$ cat src/rtl/vga_pixel_scan_fetch.sv
`default_nettype none
// ============================================================================
// Module   : vga_pixel_scan_fetch
// Brief    : 640x480@60 raster timing plus 4x-replicated 160x120 framebuffer
//            fetch, with sync/blank aligned to the downstream palette register.
// Revision : 1.0
// ============================================================================
module vga_pixel_scan_fetch #(
    parameter int   H_ACTIVE          = 640,
    parameter int   H_FRONT           = 16,
    parameter int   H_SYNC            = 96,
    parameter int   H_BACK            = 48,
    parameter int   V_ACTIVE          = 480,
    parameter int   V_FRONT           = 10,
    parameter int   V_SYNC            = 2,
    parameter int   V_BACK            = 33,
    parameter logic SYNC_ACTIVE_LEVEL = 1'b0,
    parameter int   SYNC_DELAY        = 4
) (
    input  logic        clock,
    input  logic        reset,
    output logic [14:0] fb_address,
    input  logic [7:0]  fb_data,
    output logic [7:0]  pixel,
    output logic        hsync,
    output logic        vsync,
    output logic        blank,
    output logic        frame_start
);

    // Counters are 10 bits wide because the address is built from h[9:2]/v[8:2].
    localparam logic [9:0] c_h_max      = 10'(H_ACTIVE + H_FRONT + H_SYNC + H_BACK - 1);
    localparam logic [9:0] c_v_max      = 10'(V_ACTIVE + V_FRONT + V_SYNC + V_BACK - 1);
    localparam logic [9:0] c_h_active   = 10'(H_ACTIVE);
    localparam logic [9:0] c_v_active   = 10'(V_ACTIVE);
    localparam logic [9:0] c_hs_start   = 10'(H_ACTIVE + H_FRONT);
    localparam logic [9:0] c_hs_end     = 10'(H_ACTIVE + H_FRONT + H_SYNC - 1);
    localparam logic [9:0] c_vs_start   = 10'(V_ACTIVE + V_FRONT);
    localparam logic [9:0] c_vs_end     = 10'(V_ACTIVE + V_FRONT + V_SYNC - 1);
    localparam logic       c_sync_idle  = ~SYNC_ACTIVE_LEVEL;

    logic [9:0]            r_h_count;
    logic [9:0]            r_v_count;
    logic [14:0]           r_fb_address;
    logic [1:0]            r_active_dly;
    logic [7:0]            r_pixel;
    logic [SYNC_DELAY-1:0] r_hsync_sr;
    logic [SYNC_DELAY-1:0] r_vsync_sr;
    logic [SYNC_DELAY-1:0] r_blank_sr;
    logic [SYNC_DELAY-1:0] r_frame_sr;

    logic w_active;
    logic w_hsync_raw;
    logic w_vsync_raw;
    logic w_frame_start_raw;

    always_comb begin
        w_active          = (r_h_count < c_h_active) && (r_v_count < c_v_active);
        w_hsync_raw       = ((r_h_count >= c_hs_start) && (r_h_count <= c_hs_end))
                          ? SYNC_ACTIVE_LEVEL : c_sync_idle;
        w_vsync_raw       = ((r_v_count >= c_vs_start) && (r_v_count <= c_vs_end))
                          ? SYNC_ACTIVE_LEVEL : c_sync_idle;
        w_frame_start_raw = (r_h_count == 10'd0) && (r_v_count == 10'd0);
    end

    always_ff @(posedge clock or posedge reset) begin
        if (reset) begin
            r_h_count <= 10'd0;
            r_v_count <= 10'd0;
        end else if (r_h_count == c_h_max) begin
            r_h_count <= 10'd0;
            r_v_count <= (r_v_count == c_v_max) ? 10'd0 : r_v_count + 10'd1;
        end else begin
            r_h_count <= r_h_count + 10'd1;
        end
    end

    // Dropping the low two bits of each counter gives the 4x4 pixel replication.
    always_ff @(posedge clock or posedge reset) begin
        if (reset) begin
            r_fb_address <= 15'd0;
            r_active_dly <= 2'b00;
            r_pixel      <= 8'h00;
        end else begin
            r_fb_address <= w_active ? {r_v_count[8:2], r_h_count[9:2]} : 15'd0;
            r_active_dly <= {r_active_dly[0], w_active};
            r_pixel      <= r_active_dly[1] ? fb_data : 8'h00;
        end
    end

    // Timing flags travel SYNC_DELAY stages so they meet the palette's RGB output.
    always_ff @(posedge clock or posedge reset) begin
        if (reset) begin
            r_hsync_sr <= {SYNC_DELAY{c_sync_idle}};
            r_vsync_sr <= {SYNC_DELAY{c_sync_idle}};
            r_blank_sr <= {SYNC_DELAY{1'b1}};
            r_frame_sr <= {SYNC_DELAY{1'b0}};
        end else begin
            r_hsync_sr <= {r_hsync_sr[SYNC_DELAY-2:0], w_hsync_raw};
            r_vsync_sr <= {r_vsync_sr[SYNC_DELAY-2:0], w_vsync_raw};
            r_blank_sr <= {r_blank_sr[SYNC_DELAY-2:0], ~w_active};
            r_frame_sr <= {r_frame_sr[SYNC_DELAY-2:0], w_frame_start_raw};
        end
    end

    assign fb_address  = r_fb_address;
    assign pixel       = r_pixel;
    assign hsync       = r_hsync_sr[SYNC_DELAY-1];
    assign vsync       = r_vsync_sr[SYNC_DELAY-1];
    assign blank       = r_blank_sr[SYNC_DELAY-1];
    assign frame_start = r_frame_sr[SYNC_DELAY-1];

endmodule
`default_nettype wire

$ cat config.mk
export PLATFORM = sky130hd
export DESIGN_NAME = vga_pixel_scan_fetch
export DESIGN_NICKNAME = d
export VERILOG_FILES = /design/src/rtl/vga_pixel_scan_fetch.sv
export SDC_FILE = /design/constraint.sdc
export NUM_CORES = 1
export LEC_CHECK = 0
export CAP_MARGIN = 5
export CORE_MARGIN = 10
export CORE_UTILIZATION = 35
export CTS_CLUSTER_DIAMETER = 120
export CTS_CLUSTER_SIZE = 16
export DETAILED_ROUTE_END_ITERATION = 16
export SETUP_SLACK_MARGIN = 0.4
export SYNTH_ARGS = -nofsm -noshare
export SYNTH_HDL_FRONTEND = slang
export SYNTH_SLANG_ARGS = --single-unit
$ cat constraint.sdc
create_clock -name clock -period 3.1 [get_ports clock]
set_input_delay 0.93 -clock clock [delete_from_list [all_inputs] [get_ports clock]]
set_output_delay 0.93 -clock clock [all_outputs]
set_load 0.02 [all_outputs]
==> results.md <==
* #FFs+latches synth at 61
* Overall routed net length at 4.232 mm
* Power Internal at 1.217 mW
* Post-cts sizing count at 0
* Avg Inst Size Synth at 12.90 um2
* VDD IR max at 0.2470 mV
* Buf/Inv on CP at 1
* Fin crit period at 2.372 ns
* Layout net count at 239
* CP Max Fanout at 1
* DR WL met2 at 1.836 mm
* Final setup fails at 0
* Drt wl/cell at 13.79 um
* Largest family of logic cells by synthesized area: simple AND/OR/NAND/NOR gates
* Hold path cells at 0
* TritonRoute pass-1 iters at 4
* Via count at 1461
* Fraction of registers with async set/reset at 1.000
* # hold bufs at CTS at 0
* CTS tree: yes
* Slew Limit Headroom at 0.4715
* Antenna violations before repair at 0
* Cell family with most CP delay: buffers and inverters
* Row count at 29
* Pwr/cell area at 520.3 nW/um2
* Gr ovfl total at 0
* Syn Inst Count at 180
* Core area at 6386 um2
* First-pass GRT wire length at 7.203 mm
* Clk_skew at 0.006431 ns
* Area of all placed cells without fillers at 2953 um2
* Metal1 wirelength at 1.981 mm
* IO Pins at 37
* Layout cell share with drive strength beyond 1 at 0.1826
* Compound-Gate Fraction of Synth Area at 0.04041
* DR iter-0 viols at 72
* Placed instance area at 2760 um2
* Dpl cells at 291
* R2r worst-path depth at 4
* Synth Area in Adders at 0.02155
* # Post-CTS Setup Buffers at 0
* Part of the power in registers at 0.523
* Initial Util at 0.3636
* Crit path from: r_vsync_sr[3]$_DFF_PP1_
* Routed vias/inst at 4.759
* Util after Layout at 0.4624
* Sequential share of the synthesized area at 0.6638
* Final Hold Vio Count at 0
* Worst r2r dst: r_v_count[4]$_DFFE_PP0N_
* Critical Path RT at 2.17 ns
* RSZ-0062 raised after global routing: no
* Inserted Diodes at 0
* Worst Min Path Start: r_active_dly[0]$_DFF_PP0_
* Worst-Margin Slew at 0.7898 ns
* Setup TNS at 0 ns
* Critical path's slowest cell: clkdlybuf4s50_1
* Vias in the first global route at 1398
* Area Overhead vs Synth at 27.16%
* Clock insertion delay at the later pin of the skew report at 0.33 ns
* Crit path largest cell delay at 0.60 ns
* Total chip power at 1.537 mW
* Worst-path clk slew at 0.07 ns
* Reg2Reg Setup Slack at 1.26 ns
* GPL Wtd Cong at 0.7569
* Die area at 10290 um2
* Tightest Hold Check Type: register to register
* Largest net degree at the start of global routing at 20
* Clock network power share at 0.444
* Crit. End Element: output pin
* Die span in x at 101.5 um
* Syn Nets at 194
* Place WS at 1.072 ns
* Commonest non-fill, non-tap cells in the layout: dfrtp_1 (49), clkdlybuf4s50_1 (36), and2_1 (21), dfstp_2 (12), nand2_1 (11)
* Worst Hold End: r_active_dly[1]$_DFF_PP0_
* Logic gate share of total power at 0.033
* Worst EP arrival at 1.44 ns
* DRC Markers at 0
* Final Non-Filler Cells at 307
* Detail Route met3 WL at 313 um
* Post-synth EDFFs at 0
* Antenna Violating Nets Remaining at 0
* Post-route setup slack at 0.7279 ns
* Fin crit share at 0.7652
* Yosys warning count at 0
* Main synth FF type: dfrtp_1
* Clock tree sinks at 61
* Reg2reg start: r_h_count[7]$_DFF_PP0_
* Dpl hpwl at 3.047 mm
* Max Used Layer: met4
* Leakage at 1.301 nW
* Cell breakdown of the critical path: clkdlybuf4s50_1
* Most common cell after layout, fill and taps aside: dfrtp_1
* Port bufs at 36
* Max-Cap Viols at 0
* GRT Util Overall at 0.09088
* Fin. max-slew vios at 0
* Post-Syn Area at 2322 um2
* Number of buffers inserted during clock tree synthesis at 9
* Startpoint Class: register
* H-tree levels at 3
* Netlist cell types at 40
* Post-synthesis mux area share at 0.004849
* Sw power at 0.3198 mW
* DIE HEIGHT at 101.5 um
* Post-synthesis simple-gate area fraction at 0.2010
* Clock buffer depth at 2
* Sw frac at 0.2081
* Clk root buf: clkbuf_8
* Fmax at 421.6 MHz
* Post-synthesis xor/xnor area fraction at 0.03772
* Outcome: complete, no violations
* Crit path kind: register to output pin
* Fin Hold WS at 0.3500 ns
worst max-delay path by stage:
stage	endpoint	slack [ns]	cells past startpoint
finish	vsync	0.73	1
CTS	vsync	0.70	1
global placement	vsync	1.08	1
global route	hsync	0.68	1
detailed placement	vsync	1.07	1
floorplan	fb_address[0]$_DFF_PP0_	0.68	1
cell families (layout without fill, tap and decap cells):
group,count (synthesis),count (layout)
compound gates,15,15
xor+xnor,10,10
buf+inv,13,63
flops,61,61
simple gates,76,76
mux,1,1
fa+ha+maj,4,4
layout make-up:
type                    instances  area [um2]
fillers                       579        3433
flip-flops and latches         61        1541
multi-input cells             106       709.4
clock buffers                  12       145.1
repair buffers                 39       382.9
clock inverters                 4       47.55
well taps                      77       96.34
inverters                       8       30.03
cells in the mapped netlist (2+ instances only):
cell      number  share of area
dfrtp_1       49           0.53
dfstp_2       12           0.14
nand4_1        5          0.013
clkbuf_1       2         0.0032
xnor2_1        3          0.011
a21oi_1        2         0.0043
nor2_1         5         0.0081
inv_1          8          0.013
or4_1          3         0.0097
nand3_1        8          0.017
ha_1           4          0.022
and2_2         2         0.0065
nand2_1       11          0.018
xor2_1         7          0.026
nor3_1         7          0.015
and2_1        21          0.057
and3_2         2         0.0065
nor4_1         2         0.0054
o21ai_0        6          0.013
sequential cells by signal (all words and copies together), names as in the netlist:
signal and count:
r_blank_sr 4, r_hsync_sr 4, r_v_count 10, r_active_dly 2
r_vsync_sr 4, r_frame_sr 4, pixel 8, fb_address 15
r_h_count 10
routing by layer:
metal  track usage  vias to the layer above
li1              -                      705
met5             0                        -
met3       0.04221                       10
met1        0.1134                      703
met2        0.1250                       43
met4       0.05466                        0
power by group through the flow:
stage               Sequential [mW]  Combinational, mW  Clock, mW
finish                        0.803             0.0506      0.682
global route                  0.803             0.0571      0.753
CTS                           0.803             0.0526      0.704
detailed placement            0.818             0.0522          0
global placement              0.817             0.0518          0
floorplan                     0.825             0.0150          0
No activity file was read; power rests on OpenSTA's default activity.
